===== src/rtl/axis_bram_pkg.sv =====
// Shared types and defaults for the AXIS<->BRAM job controller.
package axis_bram_pkg;

  localparam int unsigned DefAddrW       = 12;
  localparam int unsigned DefWordsPerRow = 36;
  localparam int unsigned DefCntW        = 18;

  typedef enum logic [1:0] {StIdle, StLoad, StRun, StDone} state_e;

  typedef struct packed {
    logic                rw;
    logic [DefAddrW-1:0] start;
    logic [DefAddrW-1:0] bound;
  } cmd_t;

endpackage


===== src/rtl/axis_bram_cmd_fifo.sv =====
// Synchronous first-word-fall-through command queue with full/empty flags.
module axis_bram_cmd_fifo
  import axis_bram_pkg::*;
#(
  parameter int unsigned DEPTH = 4
) (
  input  logic clk,
  input  logic rst_n,
  input  logic push,
  input  cmd_t push_data,
  input  logic pop,
  output cmd_t pop_data,
  output logic full,
  output logic empty
);

  localparam int unsigned PtrW = $clog2(DEPTH);

  cmd_t            mem [DEPTH];
  logic [PtrW:0]   wr_ptr_q;
  logic [PtrW:0]   rd_ptr_q;

  // Extra pointer MSB distinguishes full from empty when the indices match.
  assign empty    = (wr_ptr_q == rd_ptr_q);
  assign full     = (wr_ptr_q[PtrW] != rd_ptr_q[PtrW]) &&
                    (wr_ptr_q[PtrW-1:0] == rd_ptr_q[PtrW-1:0]);
  assign pop_data = mem[rd_ptr_q[PtrW-1:0]];

  always_ff @(posedge clk) begin
    if (!rst_n) begin
      wr_ptr_q <= '0;
      rd_ptr_q <= '0;
    end else begin
      if (push && !full) wr_ptr_q <= wr_ptr_q + (PtrW+1)'(1);
      if (pop && !empty) rd_ptr_q <= rd_ptr_q + (PtrW+1)'(1);
    end
  end

  always_ff @(posedge clk) begin
    if (push && !full) mem[wr_ptr_q[PtrW-1:0]] <= push_data;
  end

endmodule


===== src/rtl/axis_bram_job_ctrl.sv =====
// Job sequencer: queues row-range commands, programs the adapter, gates one stream
// per job, counts beats until tlast and reports a completion status.
module axis_bram_job_ctrl
  import axis_bram_pkg::*;
#(
  parameter int unsigned ADDR_W        = DefAddrW,
  parameter int unsigned WORDS_PER_ROW = DefWordsPerRow,
  parameter int unsigned CNT_W         = DefCntW,
  parameter int unsigned CMD_DEPTH     = 4
) (
  input  logic              s00_axis_aclk,
  input  logic              s00_axis_aresetn,
  input  logic              cmd_valid,
  output logic              cmd_ready,
  input  logic              cmd_rw,
  input  logic [ADDR_W-1:0] cmd_start_addr,
  input  logic [ADDR_W-1:0] cmd_bound_addr,
  input  logic              abort,
  output logic              rw,
  output logic              addr_reload,
  output logic [ADDR_W-1:0] bram_start_addr,
  output logic [ADDR_W-1:0] bram_bound_addr,
  output logic              s_gate,
  output logic              m_gate,
  input  logic              mon_s_tvalid,
  input  logic              mon_s_tready,
  input  logic              mon_s_tlast,
  input  logic              mon_m_tvalid,
  input  logic              mon_m_tready,
  input  logic              mon_m_tlast,
  output logic              busy,
  output logic              done,
  output logic              done_err,
  output logic [CNT_W-1:0]  done_beats
);

  cmd_t              push_cmd;
  cmd_t              fifo_head;
  logic              fifo_full;
  logic              fifo_empty;
  logic              pop;

  state_e            state_q;
  logic              staged_q;
  cmd_t              cur_q;
  logic [CNT_W-1:0]  expected_q;
  logic [CNT_W-1:0]  cnt_q;
  logic              err_q;
  logic              rw_q;
  logic              reload_q;
  logic [ADDR_W-1:0] start_q;
  logic [ADDR_W-1:0] bound_q;
  logic              s_gate_q;
  logic              m_gate_q;
  logic              busy_q;
  logic              done_q;
  logic              done_err_q;
  logic [CNT_W-1:0]  done_beats_q;

  logic              beat;
  logic              last;
  logic              finish;
  logic [CNT_W-1:0]  cnt_inc;
  logic [CNT_W-1:0]  rows;

  assign push_cmd = '{rw: cmd_rw, start: cmd_start_addr, bound: cmd_bound_addr};
  assign cmd_ready = !fifo_full;

  axis_bram_cmd_fifo #(
    .DEPTH (CMD_DEPTH)
  ) u_cmd_fifo (
    .clk       (s00_axis_aclk),
    .rst_n     (s00_axis_aresetn),
    .push      (cmd_valid),
    .push_data (push_cmd),
    .pop       (pop),
    .pop_data  (fifo_head),
    .full      (fifo_full),
    .empty     (fifo_empty)
  );

  // The command is latched one cycle ahead of LOAD so the row-count multiply is registered.
  assign pop     = ((state_q == StIdle) || (state_q == StDone)) && !staged_q && !fifo_empty;
  assign beat    = rw_q ? (mon_s_tvalid && mon_s_tready) : (mon_m_tvalid && mon_m_tready);
  assign last    = rw_q ? mon_s_tlast : mon_m_tlast;
  assign cnt_inc = cnt_q + CNT_W'(1);
  assign finish  = beat && (last || (cnt_inc == expected_q));
  assign rows    = CNT_W'(cur_q.bound) - CNT_W'(cur_q.start) + CNT_W'(1);

  always_ff @(posedge s00_axis_aclk) begin
    if (!s00_axis_aresetn) begin
      state_q      <= StIdle;
      staged_q     <= 1'b0;
      cur_q        <= '0;
      expected_q   <= '0;
      cnt_q        <= '0;
      err_q        <= 1'b0;
      rw_q         <= 1'b0;
      reload_q     <= 1'b0;
      start_q      <= '0;
      bound_q      <= '0;
      s_gate_q     <= 1'b0;
      m_gate_q     <= 1'b0;
      busy_q       <= 1'b0;
      done_q       <= 1'b0;
      done_err_q   <= 1'b0;
      done_beats_q <= '0;
    end else begin
      reload_q     <= 1'b0;
      done_q       <= 1'b0;
      done_err_q   <= 1'b0;
      done_beats_q <= '0;
      if (pop) begin
        cur_q    <= fifo_head;
        staged_q <= 1'b1;
      end
      unique case (state_q)
        StIdle: begin
          if (staged_q) begin
            staged_q <= 1'b0;
            cnt_q    <= '0;
            if (cur_q.bound < cur_q.start) begin
              err_q   <= 1'b1;
              state_q <= StDone;
            end else begin
              err_q      <= 1'b0;
              expected_q <= rows * CNT_W'(WORDS_PER_ROW);
              rw_q       <= cur_q.rw;
              start_q    <= cur_q.start;
              bound_q    <= cur_q.bound;
              reload_q   <= 1'b1;
              busy_q     <= 1'b1;
              state_q    <= StLoad;
            end
          end
        end
        StLoad: begin
          s_gate_q <= rw_q;
          m_gate_q <= !rw_q;
          state_q  <= StRun;
        end
        StRun: begin
          if (beat) cnt_q <= cnt_inc;
          if (abort || finish) begin
            // Clean only when tlast lands exactly on the expected count.
            err_q    <= abort || !beat || !last || (cnt_inc != expected_q);
            s_gate_q <= 1'b0;
            m_gate_q <= 1'b0;
            busy_q   <= 1'b0;
            state_q  <= StDone;
          end
        end
        StDone: begin
          done_q       <= 1'b1;
          done_err_q   <= err_q;
          done_beats_q <= cnt_q;
          state_q      <= StIdle;
        end
      endcase
    end
  end

  assign rw              = rw_q;
  assign addr_reload     = reload_q;
  assign bram_start_addr = start_q;
  assign bram_bound_addr = bound_q;
  assign s_gate          = s_gate_q;
  assign m_gate          = m_gate_q;
  assign busy            = busy_q;
  assign done            = done_q;
  assign done_err        = done_err_q;
  assign done_beats      = done_beats_q;

endmodule


===== config.mk =====
export PLATFORM = sky130hd
export DESIGN_NAME = axis_bram_job_ctrl
export DESIGN_NICKNAME = d
export VERILOG_FILES = /design/src/rtl/axis_bram_pkg.sv /design/src/rtl/axis_bram_cmd_fifo.sv /design/src/rtl/axis_bram_job_ctrl.sv
export SDC_FILE = /design/constraint.sdc
export NUM_CORES = 1
export LEC_CHECK = 0
export ABC_AREA = 1
export BUFFER_PORTS_ARGS = -buffer_cell sky130_fd_sc_hd__buf_4
export CAP_MARGIN = 15
export CORE_MARGIN = 3
export CORE_UTILIZATION = 52
export CTS_BUF_LIST = sky130_fd_sc_hd__clkbuf_4 sky130_fd_sc_hd__clkbuf_8
export DETAILED_ROUTE_END_ITERATION = 8
export PLACE_DENSITY = 0.81
export RECOVER_POWER = 100
export SLEW_MARGIN = 0
export SYNTH_ARGS = -nofsm -noshare
export SYNTH_HDL_FRONTEND = slang
export SYNTH_SLANG_ARGS = --single-unit

===== constraint.sdc =====
create_clock -name s00_axis_aclk -period 5.18 [get_ports s00_axis_aclk]
set_input_delay 0 -clock s00_axis_aclk [delete_from_list [all_inputs] [get_ports s00_axis_aclk]]
set_output_delay 0 -clock s00_axis_aclk [all_outputs]
set_load 0.03 [all_outputs]

==> results of run 1 <==
layer usage:
layer / wire length [um] / vias to the layer above / track usage
li1: - / 4307 / -
met1: 10300 / 3882 / 0.277
met2: 11800 / 294 / 0.392
met3: 1630 / 52 / 0.0386
met4: 614 / 0 / 0.0746
met5: 0 / - / 0
worst max-delay path by stage:
| stage | cells past startpoint | from | to | slack [ns] |
|---|---|---|---|---|
| after floorplan | 23 | cur_q[0]$_SDFFE_PN0P_ | expected_q[14]$_SDFFE_PN0P_ | 1.52 |
| after global placement | 24 | cur_q[0]$_SDFFE_PN0P_ | expected_q[17]$_SDFFE_PN0P_ | 1.20 |
| after detailed placement | 24 | cur_q[0]$_SDFFE_PN0P_ | expected_q[17]$_SDFFE_PN0P_ | 1.08 |
| after CTS | 24 | cur_q[0]$_SDFFE_PN0P_ | expected_q[17]$_SDFFE_PN0P_ | 1.07 |
| after global routing | 24 | cur_q[0]$_SDFFE_PN0P_ | expected_q[17]$_SDFFE_PN0P_ | 0.44 |
| final | 24 | cur_q[0]$_SDFFE_PN0P_ | expected_q[17]$_SDFFE_PN0P_ | 0.95 |
worst register-to-register path, cell delays in order, from the launching register on:
cell	delay [ns]
dfxtp_1	0.30
inv_1	0.06
ha_1	0.22
fa_1	0.46
inv_1	0.07
ha_1	0.18
inv_1	0.06
nor2_1	0.13
nand3_1	0.12
nor2_1	0.14
nand3_1	0.13
nor2_1	0.25
xor2_1	0.25
ha_1	0.27
ha_1	0.33
inv_1	0.08
nor3_1	0.27
nand3_1	0.14
nand4_1	0.11
xor2_1	0.19
inv_1	0.05
nand2_1	0.06
nand3_1	0.06
nand2_1	0.12
inv_1	0.04
Yosys cell counts (all sizes together):
cell       n
a22oi      1
clkinv     1
o21ai    130
dfxtp    118
edfxtp   100
nand3b     4
a21oi     84
or2        2
nor3       5
a211oi     2
nor2     195
fa         2
xnor2      9
inv      135
xnor3      2
xor2      18
o21a       1
buf        5
ha        43
o2111ai    1
o22ai     13
nand4     15
o21bai     3
and2       4
clkbuf    39
a221oi     1
nand2    218
a31oi     13
nand3     60
kinds of logic (layout without fill, tap and decap cells):
group                      after synthesis  after routing  synth area share
and+or+nand+nor                        503            503             0.206
AOI/OAI and AO/OA                      249            249             0.126
DFF                                    218            218             0.518
buffers and inverters                  180            322            0.0660
adders and majority gates               45             45            0.0559
xor gates and xnor gates                29             29            0.0276
what timing repair did:
| item | 4_1_cts | 5_1_grt |
|---|---|---|
| resized for setup | 0 | 0 |
| endpoints found under the hold margin | 101 | 0 |
| hold buffers | 26 | 0 |
sequential cells by signal, summed over array words and instances, names as in the netlist:
signal,count
rw,1
bram_start_addr,12
s_gate,1
bram_bound_addr,12
addr_reload,1
expected_q,16
u_cmd_fifo.mem,100
u_cmd_fifo.rd_ptr_q,3
u_cmd_fifo.wr_ptr_q,3
done,1
done_beats,18
m_gate,1
done_err,1
err_q,1
staged_q,1
cnt_q,18
busy,1
cur_q,25
state_q,2
through the flow:
step | cells | setup WS [ns] | util
2_1_floorplan | 1224 | 1.52 | -
3_3_place_gp | 1534 | 1.20 | 0.587
3_5_place_dp | 1534 | 1.08 | 0.587
4_1_cts | 1626 | 1.07 | 0.642
5_1_grt | 1626 | 0.443 | 0.624
6_report | 1626 | 0.947 | 0.624
final cells by class:
class                      instances  area share
sequential                       218       0.449
timing repair buffer             120      0.0554
clock buffer                      60      0.0586
clock inverter                     6     0.00848
multi-input combinational        826       0.359
inverter                         136      0.0427
tap                              260      0.0272
power by group through the flow:
| stage | sequential, W | clock [W] | combinational [W] |
|---|---|---|---|
| after floorplan | 0.00237 | 0 | 0.00384 |
| after global placement | 0.00227 | 0 | 0.00508 |
| after detailed placement | 0.00228 | 0 | 0.00513 |
| after CTS | 0.00225 | 0.00166 | 0.00519 |
| after global routing | 0.00228 | 0.00175 | 0.00587 |
| final | 0.00225 | 0.00164 | 0.00514 |
==> metrics.md, run 1 <==
| Metric | Value |
|---|---|
| Outcome | `complete, but fails checks` |
| Failing checks | `capacitance limit, slew limit` |
| Static leakage | `roughly 5 nW` |
| Max clock buf depth | `3` |
| Kind of critical path | `reg -> reg` |
| Worst-margin pin slew | `around 2.5 ns` |
| Avg Cell Area, Syn | `between 8 and 9 sq um` |
| IR drop worst, VDD | `around 460 uV` |
| WHS Endpoint | `busy$_SDFFE_PN0P_` |
| Antenna Nets Post-Route | `0` |
| YS warnings | `0` |
| Root Driver | `clkbuf_8` |
| Synthesized flop and latch total | `between 200 and 250` |
| Die Span Y | `between 100 and 150 um` |
| Top-area cell type share of the netlist area | `0.290` |
| Largest area contributor in the netlist | `edfxtp_1` |
| Min Tclk post-route | `~4.2 ns` |
| Hold Fails Final Rpt | `0` |
| Post-place instance area | `11200 sq um` |
| Crit-path max FO | `4` |
| Die area | `~22000 sq um` |
| Max-cap violations | `4` |
| Area of the core | `19100 sq um` |
| Overflow after GRT | `0` |
| Clock Sinks | `approximately 220` |
| Worst R2R Path Depth | `24` |
| Int Pwr | `between 0.004 and 0.005 W` |
| Initial antenna violation count | `0` |
| Clk slew on worst S/H paths | `around 0.06 ns` |
| Fin Hold WS | `between 0.04 and 0.05 ns` |
| Vias in the first global route | `around 8300` |
| Layout fillers | `1703` |
| Finish-stage setup viols | `0` |
| CP most frequent cell | `inv_1` |
| Clk_skew | `~0.020 ns` |
| Final instance area | `~12000 sq um` |
| Period Utilization, post-route | `0.817` |
| Delay-heaviest family, CP | `simple AND/OR/NAND/NOR gates` |
| Hold WC Path Type | `in -> reg` |
| Clock Power Share | `0.181` |
| CP max stage cell | `fa_1` |
| # IOs | `85` |
| Sequential share of power | `0.249` |
| Synthesized area | `slightly above 10000 sq um` |
| Unrepaired setup endpoints after global routing | `no` |
| Overall Power | `around 0.0090 W` |
| Critical Path RT | `between 5 and 6 ns` |
| Worst path bufs/invs | `6` |
| Gate power share | `0.570` |
| Via count | `approximately 8500` |
| Yosys cell types | `40` |
| GP Congestion | `between 0.9 and 1` |
| Fmax | `roughly 240 MHz` |
| CTS tree | `done` |
| Final Slew Violations | `about 140` |
| DRC viols | `0` |
| Worst r2r src | `cur_q[0]$_SDFFE_PN0P_` |
| Net Sw Frac | `0.463` |
| Post-Synthesis Cells | `between 1000 and 1500` |
| DRT Pass-1 Iters | `8` |
| ANT cells | `0` |
| Sequence of cells on the critical path | `inv_1 -> ha_1 -> fa_1 -> inv_1 -> ha_1 -> inv_1 -> nor2_1 -> nand3_1 -> nor2_1 -> nand3_1 -> nor2_1 -> xor2_1 -> ha_1 -> ha_1 -> inv_1 -> nor3_1 -> nand3_1 -> nand4_1 -> xor2_1 -> inv_1 -> nand2_1 -> nand3_1 -> nand2_1 -> inv_1` |
| H-tree depth | `2` |
| Die X-Extent | `between 100 and 150 um` |
| P&R area growth vs syn | `15.5%` |
| Most frequent cells in the layout | `nand2_1 (209), nor2_1 (185), inv_1 (133)` |
| Largest net degree at the start of global routing | `76` |
| Worst hold stages | `3` |
| Commonest non-fill, non-tap cell in the layout | `nand2_1` |
| CTS Buf Count | `37` |
| Drt first-iter violations | `about 610` |
| Most area-consuming cells after synthesis | `edfxtp_1 (29%), dfxtp_1 (23%), nand2_1 (7.5%), nor2_1 (6.7%), o21ai_0 (6.1%)` |
| Row cnt | `50` |
| Worst EP arrival | `~4.7 ns` |
| Final TNS setup | `0 ns` |
| Wirelength per Cell | `roughly 15 um` |
| First-pass GRT wire length | `approximately 40000 um` |
| Post-DP HPWL | `roughly 17000 um` |
| Number of setup buffers added after CTS | `0` |
| Layout Nets | `between 1000 and 1500` |
| Min-delay src | `s00_axis_aresetn` |
| Slew margin rel. | `-0.651` |
| Slowest cell delay on critical path | `approximately 0.46 ns` |
| Port Buffers | `84` |
| R2r endpoint | `expected_q[17]$_SDFFE_PN0P_` |
| Reg2reg setup slack | `0.95 ns` |
| Crit path capture type | `register` |
| Critical path startpoint category | `register` |
| Syn Nets | `about 1300` |
| All-layer global routing usage | `0.222` |
| Share of cells above drive strength 1 | `0.0776` |
| Power Density | `around 760 nW/um^2` |
| Post-synthesis sequential area ratio | `0.518` |
| Clock insertion delay at the later pin of the skew report | `roughly 0.53 ns` |
| Psw | `0.00418 W` |
| Register Area | `5370 sq um` |
| Effective utilization at floorplan | `0.541` |
| DRT Wirelength | `between 20000 and 25000 um` |
| Via density | `roughly 5.2` |
| Area of the multi-input gates | `about 4300 sq um` |
No activity file was read; power rests on OpenSTA's default activity.
==> run 2, diff against run 1 <==
==> constraint.sdc (replaced) <==
create_clock -name s00_axis_aclk -period 3.9 [get_ports s00_axis_aclk]
set_input_delay 0 -clock s00_axis_aclk [delete_from_list [all_inputs] [get_ports s00_axis_aclk]]
set_output_delay 0 -clock s00_axis_aclk [all_outputs]
set_load 0.03 [all_outputs]
==> run 2 against run 1 <==
  * Die area is the same
  * The flow now finishes without violations
  * Worst hold slack lost 0.022 ns
  * Non-clock buffer count grew 20
  * First-iteration DRC count shrank 4.9%
  * Count of clock-buffer cells in the layout shrank 6
  * Cell count grew 1.2%
==> metrics.md, run 2 (synthesis gave the netlist of run 1 again) <==
| Metric | Value |
|---|---|
| Period Utilization, post-route | `0.946 (+0.129)` |
| Busiest grt layer | `met2` |
| Worst-margin pin slew | `1.26 ns (-1.20 ns)` |
| Max-cap violations | `0 (-4)` |
| Effective utilization at floorplan | `0.541 (unchanged)` |
| Critical Path RT | `4.31 ns (-1.29 ns)` |
| Crit-path max FO | `4 (unchanged)` |
| Max clock buf depth | `3 (unchanged)` |
| Critical path startpoint category | `register` |
| Crit path capture type | `register` |
| Max reg flops | `100 (unchanged)` |
| Slew margin rel. | `0.158 (+0.809)` |
| Via density | `5.33 (+1.5%)` |
| Wirelength per Cell | `15.5 um (+3.5%)` |
| Worst r2r src | `cur_q[12]$_SDFFE_PN0P_` |
| Critical path origin | `cur_q[12]$_SDFFE_PN0P_` |
| CTS tree | `done` |
| H-tree depth | `2 (unchanged)` |
| Outcome | `finished clean` |
| # IOs | `85 (unchanged)` |
| Overflow after GRT | `0 (unchanged)` |
| Most frequent cells in the layout | `nand2_1 (205), nor2_1 (177), inv_1 (129)` |
| Drt first-iter violations | `584 (-4.9%)` |
| Largest net degree at the start of global routing | `76 (unchanged)` |
| CP Capture Point | `expected_q[15]$_SDFFE_PN0P_` |
| Hold Fails Final Rpt | `0 (unchanged)` |
| Layout Nets | `1438 (+1.3%)` |
| Min Tclk post-route | `3.69 ns (-0.542 ns)` |
| Met1 Use GR | `0.288 (+0.0114)` |
| Post-DP HPWL | `16700 um (+0.88%)` |
| Via count | `8768 (+2.7%)` |
| Share of cells above drive strength 1 | `0.122 (+0.0443)` |
| Die Span Y | `147 um (unchanged)` |
| Initial antenna violation count | `0 (unchanged)` |
| Port Buffers | `84 (unchanged)` |
| Reg2reg setup slack | `0.21 ns (-0.74 ns)` |
| Commonest non-fill, non-tap cell in the layout | `nand2_1` |
| Die X-Extent | `147 um (unchanged)` |
| R2r endpoint | `expected_q[15]$_SDFFE_PN0P_` |
| GP Congestion | `0.914 (-1.6%)` |
| Routing usage on met3 | `0.0453 (+0.00679)` |
| CTS Buf Count | `36 (-2.7%)` |
| Vias in the first global route | `8488 (+2.6%)` |
| Fmax | `271 MHz (+15%)` |
| Final Slew Violations | `0 (-100%)` |
| Layout fillers | `1625 (-4.6%)` |
| Finish-stage setup viols | `0 (unchanged)` |
| Area of the core | `19100 sq um (unchanged)` |
| Root Driver | `clkbuf_8` |
| All-layer global routing usage | `0.230 (+0.00815)` |
| Hold WC Path Type | `in -> reg` |
| Clk_skew | `0.0235 ns (+0.00322 ns)` |
| Die area | `21600 sq um (unchanged)` |
| First-pass GRT wire length | `41000 um (+2.9%)` |
| Worst EP arrival | `4.11 ns (-0.54 ns)` |
| Clock Sinks | `218 (unchanged)` |
| Met2 usage | `0.394 (+0.00184)` |
| P&R area growth vs syn | `19.9%` |
| Worst R2R Path Depth | `20 (-17%)` |
| Post-Layout Cell Count | `1646 (+1.2%)` |
| Row cnt | `50 (unchanged)` |
| # placed instances | `1547 (+0.85%)` |
| DRT Pass-1 Iters | `6 (-2)` |
| Kind of critical path | `reg -> reg` |
| ANT cells | `0 (unchanged)` |
| Antenna Nets Post-Route | `0 (unchanged)` |
| Min-delay src | `s00_axis_aresetn` |
| Clock insertion delay at the later pin of the skew report | `0.53 ns (about the same)` |
| Clk slew on worst S/H paths | `0.06 ns (about the same)` |
| DRT Wirelength | `25500 um (+4.8%)` |
| DRC viols | `0 (unchanged)` |
-- run 2: changes by cell type in the layout (fill, tap and decap cells not counted), sizes merged --
cell,change
clkinv,+7
buf,+20
dlygate4sd3,+1
clkbuf,-7
inv,-1
-- run 2: cell type report --
cell class / instances / area [sq um] / area share
Sequential cell: 218 / 5370 / 0.433
Multi-Input combinational cell: 826 / 4580 / 0.369
Timing Repair Buffer: 140 / 823 / 0.0664
Clock buffer: 54 / 674 / 0.0544
Inverter: 136 / 510 / 0.0411
Tap cell: 260 / 325 / 0.0262
Clock inverter: 12 / 119 / 0.00958
-- run 2: per-stage QoR --
step / TNS, ns / worst slack [ns] / utilization / hold WS [ns] / cell area (sq um)
after floorplan: 0 / 0.244 / - / 0.0989 / 10300
after global placement: 0 / 0.0714 / 0.591 / 0.201 / 11300
after detailed placement: -0.113 / -0.0877 / 0.591 / 0.202 / 11300
after CTS: 0 / 0.0134 / 0.650 / 0.00387 / 12400
after global routing: -0.154 / -0.0715 / 0.648 / 0.0585 / 12400
final: 0 / 0.209 / 0.648 / 0.0238 / 12400
-- run 2: worst min-delay path by stage --
stage	depth (start not counted)	to	slack [ns]
6_report	3	busy$_SDFFE_PN0P_	0.02
2_1_floorplan	0	u_cmd_fifo.mem[0][0]$_DFFE_PP_	0.1
4_1_cts	3	busy$_SDFFE_PN0P_	0.004
3_5_place_dp	1	u_cmd_fifo.mem[2][19]$_DFFE_PP_	0.20
5_1_grt	3	busy$_SDFFE_PN0P_	0.06
3_3_place_gp	1	u_cmd_fifo.mem[0][19]$_DFFE_PP_	0.20
-- run 2: worst max-delay path, cell delays in order, from the launching register on --
cell     delay (ns)
dfxtp_4        0.36
ha_4           0.16
fa_2           0.46
inv_2          0.08
ha_4           0.12
inv_1          0.04
nor2_2         0.09
nand3_2        0.10
nor2_4         0.13
nand3_4        0.10
nor2_4         0.19
xor2_4         0.22
ha_1           0.27
ha_1           0.34
a21oi_1        0.18
o21ai_1        0.10
a21oi_1        0.21
nor2_1         0.07
nor2_1         0.11
xor2_1         0.16
a21oi_1        0.08
-- run 2: timing repair --
item                                   4_1_cts  5_1_grt
pin swaps                                    5       21
buffers inserted                             0        6
hold buffers                                27        0
endpoints found under the hold margin      103        0
setup endpoints to repair                    2        8
gates cloned                                 0        0
gates resized for setup                      8       47
-- run 2: layer usage --
metal  part of all wire  wire, um
met1               0.43     10900
met2               0.49     12500
met3              0.056      1420
met4              0.028       713
met5                  0         0
Power of run 2 is not shown: default switching activity piles up to over one toggle a cycle in this logic, so the estimate is an artifact.
